`src/rtl/tc_ps_gp_pkg.sv`:
```
// Shared constants for the TC PS general-purpose register block.
// Holds group codes, per-group register offsets and field widths so the write
// side (tc_ps_gp_wr_data) and the read side agree on one register map.
package tc_ps_gp_pkg;

  // Group codes (address bits above the register offset)
  localparam int unsigned GrpGlobal  = 0;
  localparam int unsigned GrpCapture = 1;
  localparam int unsigned GrpLaser   = 2;
  localparam int unsigned GrpBus     = 3;
  localparam int unsigned GrpOther   = 4;

  // Global group offsets
  localparam int unsigned OffGMode   = 0;
  localparam int unsigned OffGCommit = 1;
  localparam int unsigned OffGErrClr = 2;

  // Capture group offsets (shadow registers)
  localparam int unsigned OffCEnable = 0;
  localparam int unsigned OffCPeriod = 1;
  localparam int unsigned OffCGain   = 2;
  localparam int unsigned OffCThresh = 3;

  // Laser group offsets
  localparam int unsigned OffDPower  = 0;
  localparam int unsigned OffDFire   = 1;

  // Bus group offsets
  localparam int unsigned OffBAddr   = 0;
  localparam int unsigned OffBData   = 1;
  localparam int unsigned OffBStart  = 2;

  // Other group offsets
  localparam int unsigned OffRCtrl   = 0;

  // Field widths
  localparam int unsigned WGMode    = 3;
  localparam int unsigned WCPeriod  = 32;
  localparam int unsigned WCGain    = 8;
  localparam int unsigned WCThresh  = 18;
  localparam int unsigned WDPower   = 14;
  localparam int unsigned WBAddr    = 9;
  localparam int unsigned WBData    = 16;
  localparam int unsigned WRCtrl    = 4;

  // Capture shadow select, encoded as the capture register offset
  typedef enum logic [1:0] {
    CapEnable = 2'd0,
    CapPeriod = 2'd1,
    CapGain   = 2'd2,
    CapThresh = 2'd3
  } cap_sel_e;

  // Each group's offsets are contiguous from 0, so a register exists iff the
  // offset does not exceed the group's highest offset.
  function automatic logic is_mapped(input int unsigned grp, input int unsigned off);
    case (grp)
      GrpGlobal:  return off <= OffGErrClr;
      GrpCapture: return off <= OffCThresh;
      GrpLaser:   return off <= OffDFire;
      GrpBus:     return off <= OffBStart;
      GrpOther:   return off <= OffRCtrl;
      default:    return 1'b0;
    endcase
  endfunction

endpackage

```
`src/rtl/tc_gp_shadow_bank.sv`:
```
// Capture settings bank: a shadow copy written by register writes and an
// active copy that only follows the shadows on a commit.
// Ports:
//   clk_i, rst_ni    clock, asynchronous active-low reset
//   wr_i, sel_i      shadow write strobe and target select
//   data_i           write data (each field takes its LSBs)
//   commit_i         copy all shadows into the active outputs
//   c_*_o            active capture settings
module tc_gp_shadow_bank
  import tc_ps_gp_pkg::*;
(
  input  logic                clk_i,
  input  logic                rst_ni,
  input  logic                wr_i,
  input  cap_sel_e            sel_i,
  input  logic [31:0]         data_i,
  input  logic                commit_i,
  output logic                c_enable_o,
  output logic [WCPeriod-1:0] c_period_o,
  output logic [WCGain-1:0]   c_gain_o,
  output logic [WCThresh-1:0] c_thresh_o
);

  logic                en_sh_q, en_sh_d;
  logic [WCPeriod-1:0] period_sh_q, period_sh_d;
  logic [WCGain-1:0]   gain_sh_q, gain_sh_d;
  logic [WCThresh-1:0] thresh_sh_q, thresh_sh_d;

  logic                en_act_q, en_act_d;
  logic [WCPeriod-1:0] period_act_q, period_act_d;
  logic [WCGain-1:0]   gain_act_q, gain_act_d;
  logic [WCThresh-1:0] thresh_act_q, thresh_act_d;

  always_comb begin
    en_sh_d      = en_sh_q;
    period_sh_d  = period_sh_q;
    gain_sh_d    = gain_sh_q;
    thresh_sh_d  = thresh_sh_q;
    en_act_d     = en_act_q;
    period_act_d = period_act_q;
    gain_act_d   = gain_act_q;
    thresh_act_d = thresh_act_q;

    if (wr_i) begin
      unique case (sel_i)
        CapEnable: en_sh_d     = data_i[0];
        CapPeriod: period_sh_d = data_i[WCPeriod-1:0];
        CapGain:   gain_sh_d   = data_i[WCGain-1:0];
        CapThresh: thresh_sh_d = data_i[WCThresh-1:0];
      endcase
    end

    // Commit takes the pre-write shadows; a coincident write stays pending.
    if (commit_i) begin
      en_act_d     = en_sh_q;
      period_act_d = period_sh_q;
      gain_act_d   = gain_sh_q;
      thresh_act_d = thresh_sh_q;
    end
  end

  always_ff @(posedge clk_i or negedge rst_ni) begin
    if (!rst_ni) begin
      en_sh_q      <= 1'b0;
      period_sh_q  <= '0;
      gain_sh_q    <= '0;
      thresh_sh_q  <= '0;
      en_act_q     <= 1'b0;
      period_act_q <= '0;
      gain_act_q   <= '0;
      thresh_act_q <= '0;
    end else begin
      en_sh_q      <= en_sh_d;
      period_sh_q  <= period_sh_d;
      gain_sh_q    <= gain_sh_d;
      thresh_sh_q  <= thresh_sh_d;
      en_act_q     <= en_act_d;
      period_act_q <= period_act_d;
      gain_act_q   <= gain_act_d;
      thresh_act_q <= thresh_act_d;
    end
  end

  assign c_enable_o = en_act_q;
  assign c_period_o = period_act_q;
  assign c_gain_o   = gain_act_q;
  assign c_thresh_o = thresh_act_q;

endmodule

```
`src/rtl/tc_ps_gp_wr_data.sv`:
```
// Write side of the TC PS general-purpose register block.
// A write sampled at edge N is held in stage 1, moves to stage 2 at N+1 and
// updates its target (and raises wr_ack_o) at N+2. No stalls.
// Ports:
//   clk_i, rst_ni          clock, asynchronous active-low reset
//   wr_en_i/addr_i/wdata_i write strobe, address, data
//   commit_ext_i           external commit strobe (frame sync)
//   wr_ack_o               one-cycle acknowledge per write
//   wr_err_o/wr_err_addr_o sticky unmapped-write flag and first bad address
//   g_mode_o, g_commit_o   global mode, commit pulse
//   c_*_o                  active capture settings
//   d_power_o, d_fire_o    laser power level, fire pulse
//   b_addr_o/b_data_o/b_start_o  bus command, start pulse
//   r_ctrl_o               miscellaneous control
module tc_ps_gp_wr_data
  import tc_ps_gp_pkg::*;
#(
  parameter int unsigned WTH_ADDL = 10,
  parameter int unsigned WTH_ADDR = 32
) (
  input  logic                clk_i,
  input  logic                rst_ni,
  input  logic                wr_en_i,
  input  logic [WTH_ADDR-1:0] addr_i,
  input  logic [31:0]         wdata_i,
  input  logic                commit_ext_i,
  output logic                wr_ack_o,
  output logic                wr_err_o,
  output logic [WTH_ADDR-1:0] wr_err_addr_o,
  output logic [WGMode-1:0]   g_mode_o,
  output logic                g_commit_o,
  output logic                c_enable_o,
  output logic [WCPeriod-1:0] c_period_o,
  output logic [WCGain-1:0]   c_gain_o,
  output logic [WCThresh-1:0] c_thresh_o,
  output logic [WDPower-1:0]  d_power_o,
  output logic                d_fire_o,
  output logic [WBAddr-1:0]   b_addr_o,
  output logic [WBData-1:0]   b_data_o,
  output logic                b_start_o,
  output logic [WRCtrl-1:0]   r_ctrl_o
);

  // Pipeline stages
  logic                s1_vld_q, s2_vld_q;
  logic [WTH_ADDR-1:0] s1_addr_q, s2_addr_q;
  logic [31:0]         s1_wdata_q, s2_wdata_q;

  // Output state
  logic                wr_ack_q, wr_ack_d;
  logic                wr_err_q, wr_err_d;
  logic [WTH_ADDR-1:0] wr_err_addr_q, wr_err_addr_d;
  logic [WGMode-1:0]   g_mode_q, g_mode_d;
  logic                g_commit_q, g_commit_d;
  logic [WDPower-1:0]  d_power_q, d_power_d;
  logic                d_fire_q, d_fire_d;
  logic [WBAddr-1:0]   b_addr_q, b_addr_d;
  logic [WBData-1:0]   b_data_q, b_data_d;
  logic                b_start_q, b_start_d;
  logic [WRCtrl-1:0]   r_ctrl_q, r_ctrl_d;

  // Stage-2 decode
  logic [31:0] grp, off;
  logic        in_glb, in_cap, in_las, in_bus, in_oth;
  logic        commit, err_clr, cap_wr;
  cap_sel_e    cap_sel;

  assign grp = 32'(s2_addr_q[WTH_ADDR-1:WTH_ADDL]);
  assign off = 32'(s2_addr_q[WTH_ADDL-1:0]);

  assign in_glb = s2_vld_q && (grp == GrpGlobal);
  assign in_cap = s2_vld_q && (grp == GrpCapture);
  assign in_las = s2_vld_q && (grp == GrpLaser);
  assign in_bus = s2_vld_q && (grp == GrpBus);
  assign in_oth = s2_vld_q && (grp == GrpOther);

  // Register commit and external commit merge into a single pulse.
  assign commit  = commit_ext_i || (in_glb && (off == OffGCommit) && s2_wdata_q[0]);
  assign err_clr = in_glb && (off == OffGErrClr) && s2_wdata_q[0];
  assign cap_wr  = in_cap && (off <= OffCThresh);
  assign cap_sel = cap_sel_e'(off[1:0]);

  always_comb begin
    wr_ack_d      = s2_vld_q;
    g_commit_d    = commit;
    wr_err_d      = wr_err_q;
    wr_err_addr_d = wr_err_addr_q;
    g_mode_d      = g_mode_q;
    d_power_d     = d_power_q;
    b_addr_d      = b_addr_q;
    b_data_d      = b_data_q;
    r_ctrl_d      = r_ctrl_q;
    d_fire_d      = in_las && (off == OffDFire) && s2_wdata_q[0];
    b_start_d     = in_bus && (off == OffBStart) && s2_wdata_q[0];

    if (in_glb && (off == OffGMode))  g_mode_d  = s2_wdata_q[WGMode-1:0];
    if (in_las && (off == OffDPower)) d_power_d = s2_wdata_q[WDPower-1:0];
    if (in_bus && (off == OffBAddr))  b_addr_d  = s2_wdata_q[WBAddr-1:0];
    if (in_bus && (off == OffBData))  b_data_d  = s2_wdata_q[WBData-1:0];
    if (in_oth && (off == OffRCtrl))  r_ctrl_d  = s2_wdata_q[WRCtrl-1:0];

    if (err_clr) begin
      wr_err_d      = 1'b0;
      wr_err_addr_d = '0;
    end else if (s2_vld_q && !is_mapped(grp, off)) begin
      wr_err_d = 1'b1;
      // Keep the first offending address until software clears the flag.
      if (!wr_err_q) wr_err_addr_d = s2_addr_q;
    end
  end

  always_ff @(posedge clk_i or negedge rst_ni) begin
    if (!rst_ni) begin
      s1_vld_q      <= 1'b0;
      s1_addr_q     <= '0;
      s1_wdata_q    <= '0;
      s2_vld_q      <= 1'b0;
      s2_addr_q     <= '0;
      s2_wdata_q    <= '0;
      wr_ack_q      <= 1'b0;
      wr_err_q      <= 1'b0;
      wr_err_addr_q <= '0;
      g_mode_q      <= '0;
      g_commit_q    <= 1'b0;
      d_power_q     <= '0;
      d_fire_q      <= 1'b0;
      b_addr_q      <= '0;
      b_data_q      <= '0;
      b_start_q     <= 1'b0;
      r_ctrl_q      <= '0;
    end else begin
      s1_vld_q      <= wr_en_i;
      s1_addr_q     <= addr_i;
      s1_wdata_q    <= wdata_i;
      s2_vld_q      <= s1_vld_q;
      s2_addr_q     <= s1_addr_q;
      s2_wdata_q    <= s1_wdata_q;
      wr_ack_q      <= wr_ack_d;
      wr_err_q      <= wr_err_d;
      wr_err_addr_q <= wr_err_addr_d;
      g_mode_q      <= g_mode_d;
      g_commit_q    <= g_commit_d;
      d_power_q     <= d_power_d;
      d_fire_q      <= d_fire_d;
      b_addr_q      <= b_addr_d;
      b_data_q      <= b_data_d;
      b_start_q     <= b_start_d;
      r_ctrl_q      <= r_ctrl_d;
    end
  end

  tc_gp_shadow_bank u_shadow_bank (
    .clk_i      (clk_i),
    .rst_ni     (rst_ni),
    .wr_i       (cap_wr),
    .sel_i      (cap_sel),
    .data_i     (s2_wdata_q),
    .commit_i   (commit),
    .c_enable_o (c_enable_o),
    .c_period_o (c_period_o),
    .c_gain_o   (c_gain_o),
    .c_thresh_o (c_thresh_o)
  );

  assign wr_ack_o      = wr_ack_q;
  assign wr_err_o      = wr_err_q;
  assign wr_err_addr_o = wr_err_addr_q;
  assign g_mode_o      = g_mode_q;
  assign g_commit_o    = g_commit_q;
  assign d_power_o     = d_power_q;
  assign d_fire_o      = d_fire_q;
  assign b_addr_o      = b_addr_q;
  assign b_data_o      = b_data_q;
  assign b_start_o     = b_start_q;
  assign r_ctrl_o      = r_ctrl_q;

endmodule

```
`config.mk`:
```
export PLATFORM = sky130hd
export DESIGN_NAME = tc_ps_gp_wr_data
export DESIGN_NICKNAME = d
export VERILOG_FILES = /design/src/rtl/tc_ps_gp_pkg.sv /design/src/rtl/tc_gp_shadow_bank.sv /design/src/rtl/tc_ps_gp_wr_data.sv
export SDC_FILE = /design/constraint.sdc
export NUM_CORES = 1
export LEC_CHECK = 0
export CAP_MARGIN = 10
export CORE_MARGIN = 10
export CORE_UTILIZATION = 55
export DETAILED_ROUTE_END_ITERATION = 12
export PLACE_DENSITY = 0.84
export SETUP_SLACK_MARGIN = 0.05
export SYNTH_ARGS = -nofsm -noshare
export SYNTH_HDL_FRONTEND = slang
export SYNTH_SLANG_ARGS = --single-unit
```
`constraint.sdc`:
```
create_clock -name clk_i -period 3.81 [get_ports clk_i]
set_input_delay 0.762 -clock clk_i [delete_from_list [all_inputs] [get_ports clk_i]]
set_output_delay 0.762 -clock clk_i [all_outputs]
set_load 0.03 [all_outputs]
```
==> results_dict.tcl, run 1 <==
set metrics [dict create \
    root_buffer "clkbuf_16" \
    max_freq_mhz 361 \
    syn_area_um2 11000 \
    core_area_um2 19600 \
    antenna_found_initial 0 \
    max_cap_viol_count 0 \
    final.setup_skew_ns 0.0155 \
    crit_fanout 17 \
    cp.arrival_ns 3.22 \
    grt_pass1_wl_um 38200 \
    cts_hold_buf 0 \
    wire_per_inst_um 21.2 \
    dp_slack_ns 1.07 \
    fin_tns_setup_ns 0 \
    hold_path_class "primary input to async pin" \
    finalSetupViolations 0 \
    drive_gt1_share_pct 26.4 \
    numCtsBuffers 31 \
    die_y_um 161 \
    start_util_pct 56.1 \
    clkSinkCount 331 \
    syn-num-nets 676 \
    synth_ff_type "dfrtp_1" \
    viasPerCell 5.30 \
    clock_latency_ns 0.54 \
    ys_top_cells_by_area "dfrtp_1, mux2_2, a22o_1" \
    synth_most_common_cell "dfrtp_1" \
    syn2layout_area_growth_pct 31.4 \
    synth_top_area_cell "dfrtp_1" \
    period_share_pct 72.7 \
    design_area_um2 14400 \
    numPortBuffers 209 \
    slew_violations 0 \
    grt-ovfl-total 0 \
    grt_use_total_pct 18.2 \
    fin_hold_ws_ns 0.339 \
    slew-limit-headroom_pct 25.6 \
    rrSetupSlack_ns 1.04 \
    setup_ws_ns 1.04 \
    irDropWorstVdd_mv 0.359 \
    rows 51 \
    drt_iter0_drc 225 \
    r2r_start "s2_addr_q[23]" \
    timing.rr.end "wr_err_addr_o[19]" \
    rsz0062_at_grt "no" \
    status "finished, final reports clean" \
    synth_seq_area_share_pct 75.4 \
    drt_wl_total_um 23700 \
    layout_min_cycle_time_ns 2.77 \
    cts_setup_buffers 0 \
    p_leak_nw 6.85 \
    worstSetupEndpointType "register" \
    final_antenna_net_count 0 \
    ff2ff_path_depth 6 \
    die-area_um2 26000 \
    yosys-top-cells-count "dfrtp_1, mux2_2, a22o_1, buf_2, mux2_1" \
    synth-edff-count 0 \
    clkSlewWorstSetupHoldPaths_ns 0.06 \
    synth_seq_cells 331 \
    ctsResizeCount 0 \
    synth_top_area_share_pct 75.4 \
    dp_hpwl_um 16200 \
    tightest_slew_ns 1.11 \
    clockBufferDepth 3 \
    antennaDiodeCount 0 \
    fp.dieW_um 161 \
    powerDensity_nw_per_um2 496 \
    drc 0 \
    via_count 5946 \
    cts.htree.levels 1 \
    gp_congestion 0.803 \
    dr.pass1.iters 4 \
    dpl-instance-area_um2 13400 \
    avgSynthCellArea_um2 18.1 \
    postSynthCellCount 608 \
    synth.distinct_cells 36 \
    final_util_pct 73.7 \
    yosys_warnings 0 \
    critPathLaunchType "register" \
    final-hold-violation-count 0 \
    worstSetupPathType "register to register" \
    cp.required_ns 4.27 \
    grt_start_max_net_pins 131 \
    nets 902 \
    grt_pass1_vias 6772 \
    ios 210 \
    postSynth.asyncResetShare_pct 100 \
    cts_tree "built" \
]
## placed cells by master, fill, tap and decap left out, types with 2 or more instances in the layout
master,synthesis,routed
nand2_1,6,6
nor3_1,4,4
a32o_1,5,5
nand2b_1,3,3
mux2_2,140,140
and4_4,2,2
mux2_1,15,15
a22o_1,27,27
and3_1,3,3
clkbuf_8,0,11
dfrtp_1,331,331
nand4_1,2,2
nor4_2,4,4
nor4_1,2,2
buf_12,0,2
nor2_1,8,7
clkbuf_1,6,4
clkdlybuf4s50_1,0,208
mux2_4,9,9
nand3_1,2,2
clkbuf_16,0,31
inv_1,3,3
buf_4,1,8
nor2b_1,2,2
bufinv_16,0,2
clkinv_2,0,5
## worst max-delay path, stage by stage, from the launching register on
cell	delay, ns
dfrtp_1	0.41
nor4_2	0.44
and4_4	0.35
a41oi_1	0.27
o21ai_2	0.69
buf_4	0.34
a22o_1	0.18
## report_power, final
part           switching [mW]  internal, mW
combinational           0.217         0.179
clock                    1.23          1.83
sequential             0.0783          3.63
## cell families after synthesis
logic type | after synthesis | share of synthesized area [%]
mux | 164 | 17.1
compound gates | 38 | 3.13
flops | 331 | 75.4
buf+inv | 29 | 1.30
simple gates | 46 | 3.07
## state kept, by name (all words and copies together) (netlist names), 3 cells and up
signal,count
b_addr_o,9
u_shadow_bank.c_gain_o,8
r_ctrl_o,4
u_shadow_bank.gain_sh_q,8
b_data_o,16
s1_wdata_q,32
s2_wdata_q,32
u_shadow_bank.period_sh_q,32
u_shadow_bank.c_period_o,32
s1_addr_q,32
d_power_o,14
u_shadow_bank.thresh_sh_q,18
wr_err_addr_o,32
g_mode_o,3
u_shadow_bank.c_thresh_o,18
s2_addr_q,32
## per-stage QoR
stage / power, mW / cells
after floorplan: 3.89 / 608
after global placement: 4.15 / 1066
after detailed placement: 4.17 / 1066
after CTS: 7.23 / 1121
after global routing: 7.41 / 1121
final: 7.16 / 1121
## per-layer routing
metal	routed length (um)	GRT usage [%]	vias up
li1	-	-	2597
met2	12400	32.0	170
met1	9300	22.1	3146
met4	464	4.71	0
met3	1500	4.30	33
met5	0	0	-
## worst max path at each step
stage | start | end | cells past startpoint
3_5_place_dp | s2_addr_q[23] | wr_err_addr_o[19] | 6
5_1_grt | s2_addr_q[1] | wr_err_addr_o[19] | 6
2_1_floorplan | s2_addr_q[27] | b_addr_o[0] | 6
4_1_cts | s2_addr_q[23] | wr_err_addr_o[19] | 6
3_3_place_gp | commit_ext_i | u_shadow_bank.c_period_o[8] | 4
6_report | s2_addr_q[23] | wr_err_addr_o[19] | 6
## cell type report
class	count	area (um2)
Clock inverter	9	101
Timing Repair Buffer	219	2200
Clock buffer	46	942
Fill cell	1167	5150
Inverter	3	11.3
Sequential cell	331	8280
Multi-Input combinational cell	248	2580
Tap cell	265	332
Note: power is estimated with default switching activity, not from simulation.
==> run 2, diff against run 1 <==
CORE_UTILIZATION = 51   (was 55)
PLACE_DENSITY = 0.79   (was 0.84)
clock period = 2.65 ns   (was 3.81 ns; I/O delays follow)
==> results_dict.tcl, run 2 (synthesis gave the netlist of run 1 again) <==
set metrics [dict create \
    r2r_start "s2_vld_q" \
    total_power_mw 10.4 \
    worstSetupPathType "register to register" \
    finalSetupViolations 0 \
    die-area_um2 27800 \
    cp.required_ns 3.07 \
    worstSetupEndpointType "register" \
    fp.dieW_um 167 \
    critPathLaunchType "register" \
    final_common_cell "dfrtp_1" \
    die_y_um 167 \
    timing.rr.end "u_shadow_bank.period_sh_q[21]" \
    drt_iter0_drc 334 \
    final-hold-violation-count 0 \
    syn2layout_area_growth_pct 32.9 \
    setup_ws_ns 0.197 \
    p_leak_nw 6.92 \
    antenna_found_initial 0 \
    rows 53 \
    crit_fanout 32 \
    dr.pass1.iters 4 \
    wire_per_inst_um 21.4 \
    cts_tree "built" \
    final_antenna_net_count 0 \
    grt_pass1_vias 6895 \
    drive_gt1_share_pct 27.1 \
    slew-limit-headroom_pct 44.3 \
    root_buffer "clkbuf_16" \
    tightest_slew_ns 0.832 \
    numCtsBuffers 31 \
    core_area_um2 21100 \
    status "finished, final reports clean" \
    period_share_pct 92.6 \
    final_cell_mix "dfrtp_1, clkdlybuf4s50_1, mux2_2" \
    rsz0062_at_grt "no" \
    rrSetupSlack_ns 0.20 \
    antennaDiodeCount 0 \
    max_freq_mhz 408 \
    slew_violations 0 \
    irDropWorstVdd_mv 0.645 \
    max_cap_viol_count 0 \
    viasPerCell 5.31 \
    ff2ff_path_depth 6 \
    layout_min_cycle_time_ns 2.45 \
    clockBufferDepth 3 \
    drt_wl_total_um 24400 \
    fin_tns_setup_ns 0 \
    worst_hold_path.endpoint "s2_wdata_q[6]" \
    nFillCells 1368 \
    grt-ovfl-total 0 \
    cp.arrival_ns 2.87 \
    gp_congestion 0.797 \
    drc 0 \
    ios 210 \
    powerDensity_nw_per_um2 714 \
    hold_path_class "register to register" \
    grt_pass1_wl_um 39200 \
    clkSlewWorstSetupHoldPaths_ns 0.06 \
    hp-start "s1_wdata_q[6]" \
    dp_slack_ns 0.0161 \
    clock_latency_ns 0.54 \
    via_count 6043 \
    whs_path_depth 0 \
    grt_use_total_pct 17.4 \
    grt_start_max_net_pins 76 \
    numPortBuffers 209 \
    clkSinkCount 331 \
    final.setup_skew_ns 0.00967 \
    nets 912 \
    dp_hpwl_um 16900 \
    start_util_pct 52.1 \
    cts.htree.levels 1 \
]
[run 2: routing by layer]
metal	global-route usage [%]	up-vias	wire length [um]
li1	-	2621	-
met1	21.4	3196	9900
met2	29.7	198	12500
met3	5.08	28	1660
met4	3.82	0	319
met5	0	-	0
[run 2: repair_timing]
item                       in CTS  in global routing
gates resized for setup         1                  0
hold buffers                    1                  0
buffers inserted                0                  0
setup endpoints to repair      27                  0
hold endpoints to repair       68                  0
[run 2: area by class of cell]
cell class / instances / area (um2) / area share (%)
Sequential cell: 331 / 8280 / 56.7
Clock buffer: 45 / 938 / 6.43
Multi-Input combinational cell: 248 / 2580 / 17.7
Timing Repair Buffer: 229 / 2310 / 15.8
Clock inverter: 8 / 130 / 0.891
Tap cell: 275 / 344 / 2.36
Inverter: 3 / 11.3 / 0.0771
[run 2: where the power goes]
group	internal [mW]	leakage, nW	switching (mW)	total [mW]
clock network	2.73	0.528	1.78	4.51
registers	5.21	4.27	0.114	5.33
logic	0.268	2.12	0.318	0.586
total	8.21	6.92	2.21	10.4
[run 2: per-stage QoR]
| stage | hold WS (ns) | utilization (%) | std cells | instance area (um2) |
|---|---|---|---|---|
| floorplan | 0.234 | - | 608 | 11000 |
| global placement | 0.331 | 64.1 | 1085 | 13500 |
| detailed placement | 0.335 | 64.1 | 1085 | 13500 |
| CTS | 0.344 | 69.2 | 1139 | 14600 |
| global route | 0.353 | 69.2 | 1139 | 14600 |
| finish | 0.348 | 69.2 | 1139 | 14600 |
[run 2: worst max path at each step]
| stage | startpoint | end | slack (ns) |
|---|---|---|---|
| detailed placement | s2_addr_q[15] | wr_err_addr_o[6] | 0.02 |
| global route | s2_addr_q[11] | wr_err_addr_o[24] | 0.06 |
| finish | s2_vld_q | u_shadow_bank.period_sh_q[21] | 0.20 |
| CTS | s2_vld_q | u_shadow_bank.period_sh_q[21] | 0.23 |
| floorplan | s2_addr_q[27] | b_addr_o[0] | 0.56 |
| global placement | s2_addr_q[15] | wr_err_addr_o[27] | 0.17 |
[run 2: critical path: stages, from the launching register on]
cell	delay (ns)
dfrtp_1	0.60
inv_1	0.16
nor2_1	0.36
and3_1	0.39
nand4b_2	0.14
buf_4	0.30
mux2_1	0.37
==> run 3, diff against run 2 <==
CAP_MARGIN = unset   (was 10)
==> results of run 3 <==
Final layout, timing and power as in run 2 (identical DEF).
